==> src/rtl/core_pkg.sv <==
// ============================================================================
// Module : core_pkg
// Brief  : Shared core defaults: datapath width, register count, PC alias and
//          CPSR flag bit positions.
// Rev    : 1.0  initial release
// ============================================================================
`default_nettype none

package core_pkg;

  localparam int CORE_DATA_W = 32;
  localparam int CORE_NREGS  = 16;
  localparam int CORE_ADDR_W = $clog2(CORE_NREGS);
  localparam int CORE_PC_IDX = 15;

  localparam int CPSR_N_BIT = 31;
  localparam int CPSR_Z_BIT = 30;
  localparam int CPSR_C_BIT = 29;
  localparam int CPSR_V_BIT = 28;

endpackage

`default_nettype wire

==> src/rtl/regbank_rdport.sv <==
// ============================================================================
// Module : regbank_rdport
// Brief  : One register-bank read port with pending request, stall check
//          against the busy scoreboard and writeback bypass.
// Rev    : 1.0  initial release
// ============================================================================
`default_nettype none

module regbank_rdport
  import core_pkg::*;
#(
  parameter int DATA_W = CORE_DATA_W,
  parameter int NREGS  = CORE_NREGS,
  parameter int ADDR_W = CORE_ADDR_W,
  parameter int PC_IDX = CORE_PC_IDX
) (
  input  logic                          clk,
  input  logic                          rst,
  input  logic                          rd_req_i,
  input  logic [ADDR_W-1:0]             rd_addr_i,
  input  logic [NREGS-1:0][DATA_W-1:0]  mem_i,
  input  logic [NREGS-1:0]              busy_i,
  input  logic                          wr_en_i,
  input  logic [ADDR_W-1:0]             wr_addr_i,
  input  logic [DATA_W-1:0]             wr_data_i,
  output logic                          rd_valid_o,
  output logic [DATA_W-1:0]             rd_data_o
);

  logic              pending_q, pending_d;
  logic [ADDR_W-1:0] addr_q, addr_d;
  logic              valid_q, valid_d;
  logic [DATA_W-1:0] data_q, data_d;

  logic              w_active;
  logic [ADDR_W-1:0] w_eff_addr;
  logic              w_in_range;
  logic              w_wr_hit;
  logic              w_locked;
  logic              w_resolve;
  logic [DATA_W-1:0] w_rd_word;

  generate
    if (NREGS == (1 << ADDR_W)) begin : g_full_range
      assign w_in_range = 1'b1;
    end else begin : g_partial_range
      assign w_in_range = (32'(w_eff_addr) < NREGS);
    end
  endgenerate

  // A fresh request overrides whatever address was waiting.
  assign w_active   = rd_req_i | pending_q;
  assign w_eff_addr = rd_req_i ? rd_addr_i : addr_q;
  assign w_wr_hit   = wr_en_i && (wr_addr_i == w_eff_addr);

  // The unlocking writeback itself releases the stall; its data is bypassed.
  assign w_locked   = w_in_range && busy_i[w_eff_addr] &&
                      (w_eff_addr != ADDR_W'(PC_IDX)) && !w_wr_hit;
  assign w_resolve  = w_active && !w_locked;

  always_comb begin
    w_rd_word = '0;
    if (w_in_range) begin
      w_rd_word = w_wr_hit ? wr_data_i : mem_i[w_eff_addr];
    end
  end

  always_comb begin
    pending_d = w_active && !w_resolve;
    addr_d    = w_eff_addr;
    valid_d   = w_resolve;
    data_d    = data_q;
    if (w_resolve) begin
      data_d = w_rd_word;
    end
  end

  always_ff @(posedge clk) begin
    if (rst) begin
      pending_q <= 1'b0;
      addr_q    <= '0;
      valid_q   <= 1'b0;
      data_q    <= '0;
    end else begin
      pending_q <= pending_d;
      addr_q    <= addr_d;
      valid_q   <= valid_d;
      data_q    <= data_d;
    end
  end

  assign rd_valid_o = valid_q;
  assign rd_data_o  = data_q;

endmodule

`default_nettype wire

==> src/rtl/regbank_sb.sv <==
// ============================================================================
// Module : regbank_sb
// Brief  : Register bank with NUM_RD scoreboarded read ports, writeback port,
//          PC alias port and masked CPSR.
// Rev    : 1.0  initial release
// ============================================================================
`default_nettype none

module regbank_sb
  import core_pkg::*;
#(
  parameter int DATA_W = CORE_DATA_W,
  parameter int NREGS  = CORE_NREGS,
  parameter int NUM_RD = 2,
  parameter int PC_IDX = CORE_PC_IDX,
  parameter int ADDR_W = $clog2(NREGS)
) (
  input  logic                       clk,
  input  logic                       rst,
  input  logic [NUM_RD-1:0]          rd_req,
  input  logic [NUM_RD*ADDR_W-1:0]   rd_addr,
  output logic [NUM_RD-1:0]          rd_valid,
  output logic [NUM_RD*DATA_W-1:0]   rd_data,
  input  logic                       lock_en,
  input  logic [ADDR_W-1:0]          lock_addr,
  input  logic                       wr_en,
  input  logic [ADDR_W-1:0]          wr_addr,
  input  logic [DATA_W-1:0]          wr_data,
  input  logic                       pc_we,
  input  logic [DATA_W-1:0]          pc_in,
  output logic [DATA_W-1:0]          pc_out,
  input  logic                       cpsr_we,
  input  logic [DATA_W-1:0]          cpsr_mask,
  input  logic [DATA_W-1:0]          cpsr_in,
  output logic [DATA_W-1:0]          cpsr_out,
  output logic [NREGS-1:0]           busy
);

  logic [NREGS-1:0][DATA_W-1:0] mem_q, mem_d;
  logic [NREGS-1:0]             busy_q, busy_d;
  logic [DATA_W-1:0]            cpsr_q, cpsr_d;

  logic w_wr_ok;
  logic w_lock_ok;

  generate
    if (NREGS == (1 << ADDR_W)) begin : g_full_range
      assign w_wr_ok   = 1'b1;
      assign w_lock_ok = 1'b1;
    end else begin : g_partial_range
      assign w_wr_ok   = (32'(wr_addr) < NREGS);
      assign w_lock_ok = (32'(lock_addr) < NREGS);
    end
  endgenerate

  // Writeback is applied after the PC update so a branch overrides pc_in.
  always_comb begin
    mem_d = mem_q;
    if (pc_we) begin
      mem_d[PC_IDX] = pc_in;
    end
    if (wr_en && w_wr_ok) begin
      mem_d[wr_addr] = wr_data;
    end
  end

  // Lock after unlock: a new producer keeps the register busy.
  always_comb begin
    busy_d = busy_q;
    if (wr_en && w_wr_ok) begin
      busy_d[wr_addr] = 1'b0;
    end
    if (lock_en && w_lock_ok) begin
      busy_d[lock_addr] = 1'b1;
    end
  end

  always_comb begin
    cpsr_d = cpsr_q;
    if (cpsr_we) begin
      cpsr_d = (cpsr_q & ~cpsr_mask) | (cpsr_in & cpsr_mask);
    end
  end

  always_ff @(posedge clk) begin
    if (rst) begin
      mem_q  <= '0;
      busy_q <= '0;
      cpsr_q <= '0;
    end else begin
      mem_q  <= mem_d;
      busy_q <= busy_d;
      cpsr_q <= cpsr_d;
    end
  end

  generate
    for (genvar gi = 0; gi < NUM_RD; gi++) begin : g_rdport
      regbank_rdport #(
        .DATA_W (DATA_W),
        .NREGS  (NREGS),
        .ADDR_W (ADDR_W),
        .PC_IDX (PC_IDX)
      ) u_rdport (
        .clk        (clk),
        .rst        (rst),
        .rd_req_i   (rd_req[gi]),
        .rd_addr_i  (rd_addr[gi*ADDR_W +: ADDR_W]),
        .mem_i      (mem_q),
        .busy_i     (busy_q),
        .wr_en_i    (wr_en),
        .wr_addr_i  (wr_addr),
        .wr_data_i  (wr_data),
        .rd_valid_o (rd_valid[gi]),
        .rd_data_o  (rd_data[gi*DATA_W +: DATA_W])
      );
    end
  endgenerate

  assign pc_out   = mem_q[PC_IDX];
  assign cpsr_out = cpsr_q;
  assign busy     = busy_q;

endmodule

`default_nettype wire

==> config.mk <==
export PLATFORM = sky130hd
export DESIGN_NAME = regbank_sb
export DESIGN_NICKNAME = d
export VERILOG_FILES = /design/src/rtl/core_pkg.sv /design/src/rtl/regbank_rdport.sv /design/src/rtl/regbank_sb.sv
export SDC_FILE = /design/constraint.sdc
export NUM_CORES = 2
export LEC_CHECK = 0
export CAP_MARGIN = 0
export CORE_UTILIZATION = 51
export CTS_CLUSTER_DIAMETER = 120
export CTS_CLUSTER_SIZE = 24
export DETAILED_ROUTE_END_ITERATION = 12
export PLACE_DENSITY = 0.78
export SETUP_SLACK_MARGIN = 0.1
export SLEW_MARGIN = 20
export SYNTH_ARGS = -nofsm -noshare
export SYNTH_HDL_FRONTEND = slang
export SYNTH_SLANG_ARGS = --single-unit
==> constraint.sdc <==
create_clock -name clk -period 3.25 [get_ports clk]
set_input_delay 0.975 -clock clk [delete_from_list [all_inputs] [get_ports clk]]
set_output_delay 0.975 -clock clk [all_outputs]
set_load 0.03 [all_outputs]
Word-level counts from Yosys, hierarchy flattened

Cells that the tools add are included.

Add/subtract/negate cells: 0
Equal/unequal tests: 4
Reduce and logical (&&, ||, !) cells: 18
Multiply operators: 0
Order comparisons: 6
Divide/modulo/power cells: 0
Mux-type cells: 23
Shifts and indexed selects: 0
Bitwise logic cells: 9

Operators with widths:

| operator                                                           | number |
|---|---|
| bitwise mux 512 bit                                                | 1 |
| two-way mux 512 bit                                                | 1 |
| binary-select mux 32 bit (select 4 bit)                            | 2 |
| two-way mux 32 bit                                                 | 6 |
| demux 32 bit (select 4 bit)                                        | 1 |
| bitwise AND 32 bit                                                 | 2 |
| two-way mux 16 bit                                                 | 2 |
| NOT 32 bit                                                         | 1 |
| bitwise OR 32 bit                                                  | 1 |
| < comparator 4 x 5 -> 1 bit (second input constant)                | 4 |
| bitwise AND 16 bit                                                 | 1 |
| NOT 16 bit                                                         | 1 |
| bitwise OR 16 bit                                                  | 1 |
| logical AND 1 bit                                                  | 12 |
| binary-select mux 1 bit (select 4 bit)                             | 2 |
| demux 1 bit (select 4 bit)                                         | 2 |
| equality test 4 bit                                                | 2 |
| greater-or-equal comparator 4 x 1 -> 1 bit (second input constant) | 2 |
| two-way mux 4 bit                                                  | 2 |
| inequality test 4 bit (second input constant)                      | 2 |
| logical NOT 1 bit                                                  | 6 |
| two-way mux 1 bit                                                  | 4 |
| bitwise OR 1 bit                                                   | 2 |

Bits in registers: 636
Memories kept: 0
Bits in latches: 0
Memory bits (writable): 0
ROM bits: 0
Output and inout bits: 146
Bits of input ports: 152

Longest topological paths before layout

Depth in word-level cells: 9
Gate-level depth with buffers: 10

Cells and area by module

From an unflattened synthesis, not the netlist that was laid out.

Cells, all modules: 5014
Area total of the unflattened synthesis: 39599.2 um^2

Modules (own cells, without submodules):

| module         | sequential area each (um^2) | area each (um^2) | instances | cells each |
|---|---|---|---|---|
| regbank_sb     | 11210.8                     | 20758.7          | 1         | 2048 |
| regbank_rdport | 760.7                       | 9420.3           | 2         | 1483 |

Worst setup path after synthesis

No wires, ideal clock.

Kind: input -> register
Start: in rd_req[1]
End: reg g_rdport[1].u_rdport.data_q[10]
Arrival time: 3030 ps
Path buffers: 5
Data required time: 3108 ps
Cell stages on the path: 10
Slack: 78 ps
Path through: buf_2 buf_4 mux2_2 buf_4 xnor2_1 and4_1 clkbuf_1 o31a_1 clkbuf_1 a311oi_1

Word-level cells in the longest chain between the ends: 7
Elaborated cells between the ends (all ways): 15
Classes of those cells: eq/ne: 2; mux: 6; bitwise: 1; reduce/logical: 6

Ends and longest elaborated chain:

| element                                                                       | RTL line                                   | text |
|---|---|---|
| start, declared                                                               | regbank_sb.sv:20                           | `input logic [NUM_RD-1:0] rd_req,` |
| two-way mux 4 bit                                                             | regbank_rdport.sv:53                       | `assign w_eff_addr = rd_req_i ? rd_addr_i : addr_q;` |
| binary-select mux 1 bit (select 4 bit) or equality test 4 bit (tied branches) | regbank_rdport.sv:57, regbank_rdport.sv:54 |  |
| two-way mux 1 bit (implied by the code) or logical AND 1 bit (tied branches)  | regbank_rdport.sv:57, regbank_rdport.sv:54 |  |
| logical AND 1 bit or logical NOT 1 bit (tied branches)                        | regbank_rdport.sv:57, regbank_rdport.sv:58 |  |
| logical AND 1 bit                                                             | regbank_rdport.sv:58                       | `(w_eff_addr != ADDR_W'(PC_IDX)) && !w_wr_hit;` |
| logical NOT 1 bit                                                             | regbank_rdport.sv:59                       | `assign w_resolve = w_active && !w_locked;` |
| logical AND 1 bit                                                             | regbank_rdport.sv:59                       |  |
| end signal, assigned                                                          | regbank_rdport.sv:88                       | `data_q <= data_d;` |
| end, declared                                                                 | regbank_rdport.sv:33                       | `logic [DATA_W-1:0] data_q, data_d;` |

Several ways; a longest one is shown, not always the timed one. The select of a mux whose other input is x is not followed.
A chain may end at the register's enable or synchronous reset.

Worst setup path in the final report

Start: in rd_req[0]
End: reg g_rdport[0].u_rdport.data_q[30]

Word-level cells in the longest chain between the ends: 7
Elaborated cells between the ends (all ways): 15
Classes of those cells: eq/ne: 2; mux: 6; bitwise: 1; reduce/logical: 6

Ends and longest elaborated chain:

| element                                                                       | RTL line |
|---|---|
| two-way mux 4 bit                                                             | regbank_rdport.sv:53 |
| binary-select mux 1 bit (select 4 bit) or equality test 4 bit (tied branches) | regbank_rdport.sv:57, regbank_rdport.sv:54 |
| two-way mux 1 bit (implied by the code) or logical AND 1 bit (tied branches)  | regbank_rdport.sv:57, regbank_rdport.sv:54 |
| logical AND 1 bit or logical NOT 1 bit (tied branches)                        | regbank_rdport.sv:57, regbank_rdport.sv:58 |
| logical AND 1 bit                                                             | regbank_rdport.sv:58 |
| logical NOT 1 bit                                                             | regbank_rdport.sv:59 |
| logical AND 1 bit                                                             | regbank_rdport.sv:59 |
| end signal, assigned                                                          | regbank_rdport.sv:88 |
| end, declared                                                                 | regbank_rdport.sv:33 |

Several ways; a longest one is shown, not always the timed one. The select of a mux whose other input is x is not followed.

==> key figures <==
Worst setup path
  – Max stage delay on crit path: 540 ps
  – Worst-path fanout max: 10
  – Cell family with most CP delay: buffers and inverters
  – Register-to-Register Path Depth: 8
  – Crit path depth: 10
  – CP Data Arrival Time: 3640 ps
  – R2R Path Start: g_rdport[1].u_rdport.addr_q[0]
  – R2R Setup Slk: 510 ps
  – Setup Crit Path Kind: in -> reg
  – CP required: 3780 ps
  – Worst flop-to-flop path endpoint: g_rdport[1].u_rdport.rd_data_o[3]
  – Crit path launch type: input port
  – Crit-path cells: clkdlybuf4s50_1, buf_12, mux2i_4, buf_4, buf_6, mux4_2, nor2_1, nor4_1, a211oi_1, o21ai_1
  – CP endpoint kind: flip-flop
  – WP buf/inv: 4
  – Slowest CP cell: mux4_2

Flow run
  – Max Cap Viol: 0

Synth
  – Synth area leader: dfxtp_1
  – Top-area cell type share of the netlist area: 0.388
  – Most common library cells after synthesis: nand2_1 (1337), dfxtp_1 (636), a21oi_1 (530), clkbuf_1 (348), mux2i_1 (261)
  – Synth Warn #: 0
  – Syn_nets: 4258
  – Area contributors post-synth: dfxtp_1 (39%), nand2_1 (15%), mux4_2 (9.1%)
  – Asr flop ratio synth: 0
  – Post-Synthesis Cells: 4106
  – Yosys cell types: 61
  – Seq cells post-synth: 636
  – Sequential fraction of the synthesis area: 0.388
  – Top-count cell post-synth: nand2_1
  – Number of synthesized flops with an enable pin: 0
  – Top_reg_cell synth: dfxtp_1
  – Syn Std Cell Area: 0.0328 mm^2
  – Syn avg cell area: 8.00 um^2

Placement
  – I/O Buffers: 297
  – Gpl congestion: 1.01
  – Post-DP HPWL: 85800 um
  – Number of instances in the placed design: 5120

STA
  – Hold Fails Final Rpt: 0
  – Unrepaired setup endpoints after global routing: true
  – Worst clock skew: 18.6 ps
  – Worst hold slack: 457 ps
  – Slew Viols, Final: 0
  – Rel. slew slack: 0.361
  – Worst Tran Pin Value: 958 ps
  – Period minus WS final: 3110 ps
  – Setup violations, final: 0
  – Fmax: 322 MHz
  – Period utilization: 0.955

CTS
  – CTS H-tree depth: 1
  – CTS tree: yes
  – Clock sink count: 636
  – CTS Root Buffer Type: clkbuf_16
  – Post-CTS Hold Buffers: 0
  – Clock-pin slew on the worst setup and hold paths: 100 ps
  – Total CTS buffers: 30
  – Clock Tree Buf Depth: 3
  – Skew-Pair Late Insertion Delay: 640 ps

Worst hold path
  – Hold Crit Class: reg -> reg
  – Hold Path Stages: 2

Routing
  – DR pass1 iterations: 7
  – Via count: 33500
  – Antenna Nets Post-Route: 0
  – Vias per cell: 6.50
  – Met1 wire length: 48400 um
  – Routed met3 length: 18800 um
  – # DRC: 0
  – Post-Route WL: 128000 um
  – Starting DRT DRC Count: 5017
  – Met2 WL: 53900 um
  – Wire length per cell: 24.8 um
  – Max layer used: met4

Power and ir drop
  – Peak supply drop: 0.000446 V
  – P_sw: 5050 uW
  – Register share of total power: 0.507
  – Power per Cell Area: 412 mW/mm^2
  – Logic pwr share: 0.228
  – Internal Pwr Total: 11300 uW
  – Clk pwr share: 0.265
  – Leakage: 0.0141 uW
  – Sw frac: 0.310

Global routing
  – Vias in the first global route: 30700
  – Initial antenna violation count: 2
  – Largest net degree at the start of global routing: 168
  – Grt total ovfl: 0
  – First-pass GRT wire length: 191000 um
  – GRT Total Usage: 0.375

Floorplanning
  – Std cell rows: 92
  – Initial Util: 0.519
  – Die height: 256 um
  – Die span in x: 256 um
  – Die outline area: 0.0654 mm^2
  – Io pins: 298
  – Placeable Area: 0.0633 mm^2

Status
  – Status: completed

Layout
  – Share of layout cells above drive strength 1: 0.134
  – Layout filler cell count: 5305
  – Finished Layout Cells: 5160
  – Area Overhead vs Synth: 20.4%
  – Final nets: 4465
-- layout by cell type, fill, tap and decap left out, drive strengths merged, types with 34 or more instances in the layout --
cell type	n
a2111oi	34
a211oi	35
a21oi	530
a32oi	36
buf	328
clkdlybuf4s50	293
dfxtp	636
mux2i	263
mux4	133
nand2	1337
nand3	120
nor2	119
o21ai	38
o22ai	64
-- tightest hold or removal path, cell delays in order, from the launching register on --
cell	delay, ps
dfxtp_1	320
nand2_1	50
a21oi_1	50
-- layer usage --
metal	vias up	GRT usage
met4	0	0.172
met5	-	0
met3	524	0.103
met2	2557	0.553
li1	14700	-
met1	15700	0.508
-- power groups by stage --
stage          clock network [uW]  logic (uW)  registers, uW
2_1_floorplan                   0        1730           8560
3_3_place_gp                    0        3510           8410
3_5_place_dp                    0        3540           8420
4_1_cts                      4300        3550           8240
5_1_grt                      4570        3830           8280
6_report                     4320        3720           8260
-- area by class of cell --
cell class / count / area, um^2 / share of cell area
antenna: 1 / 2.50 / 0.0000633
clock inverter: 1 / 16.3 / 0.000411
inverter: 12 / 45.0 / 0.00114
clock buffer: 31 / 776 / 0.0196
multi-input combinational: 3009 / 18400 / 0.466
tap: 846 / 1060 / 0.0268
sequential: 636 / 12700 / 0.322
timing repair buffer: 624 / 6500 / 0.164
-- worst max path at each step --
stage / from / endpoint
6_report: rd_req[0] / g_rdport[0].u_rdport.rd_data_o[30]
3_5_place_dp: rd_req[0] / g_rdport[0].u_rdport.rd_data_o[8]
2_1_floorplan: rd_req[1] / g_rdport[1].u_rdport.rd_data_o[10]
3_3_place_gp: rd_req[0] / g_rdport[0].u_rdport.rd_data_o[0]
4_1_cts: rd_req[0] / g_rdport[0].u_rdport.rd_data_o[8]
5_1_grt: rd_req[0] / g_rdport[0].u_rdport.rd_data_o[11]
-- cell families (layout without fill, tap and decap cells) --
family / count (synthesis) / after routing / share of synthesized area
buffers and inverters: 463 / 668 / 0.0595
AOI/OAI and AO/OA: 889 / 891 / 0.166
other: 0 / 1 / 0
xor gates and xnor gates: 6 / 6 / 0.00160
and+or+nand+nor: 1704 / 1704 / 0.209
muxes: 408 / 408 / 0.176
DFF: 636 / 636 / 0.388
-- through the flow --
stage	setup TNS [ps]	utilization	setup WS, ps	total power, uW	instance area (um^2)
6_report	0	0.625	145	16300	39500
5_1_grt	0	0.625	102	16700	39500
4_1_cts	0	0.622	110	16100	39400
3_5_place_dp	-30160	0.609	-554	12000	38600
3_3_place_gp	-28510	0.609	-545	11900	38600
2_1_floorplan	0	-	77.8	10300	32800
-- timing repair --
| item | 4_1_cts | 5_1_grt |
|---|---|---|
| endpoints found under the setup margin | 1 | 63 |
| pin swaps | 1 | 4 |
| cloned | 0 | 4 |
| setup buffers | 0 | 3 |
| gates resized for setup | 0 | 27 |
Note: power is estimated with default switching activity, not from simulation.
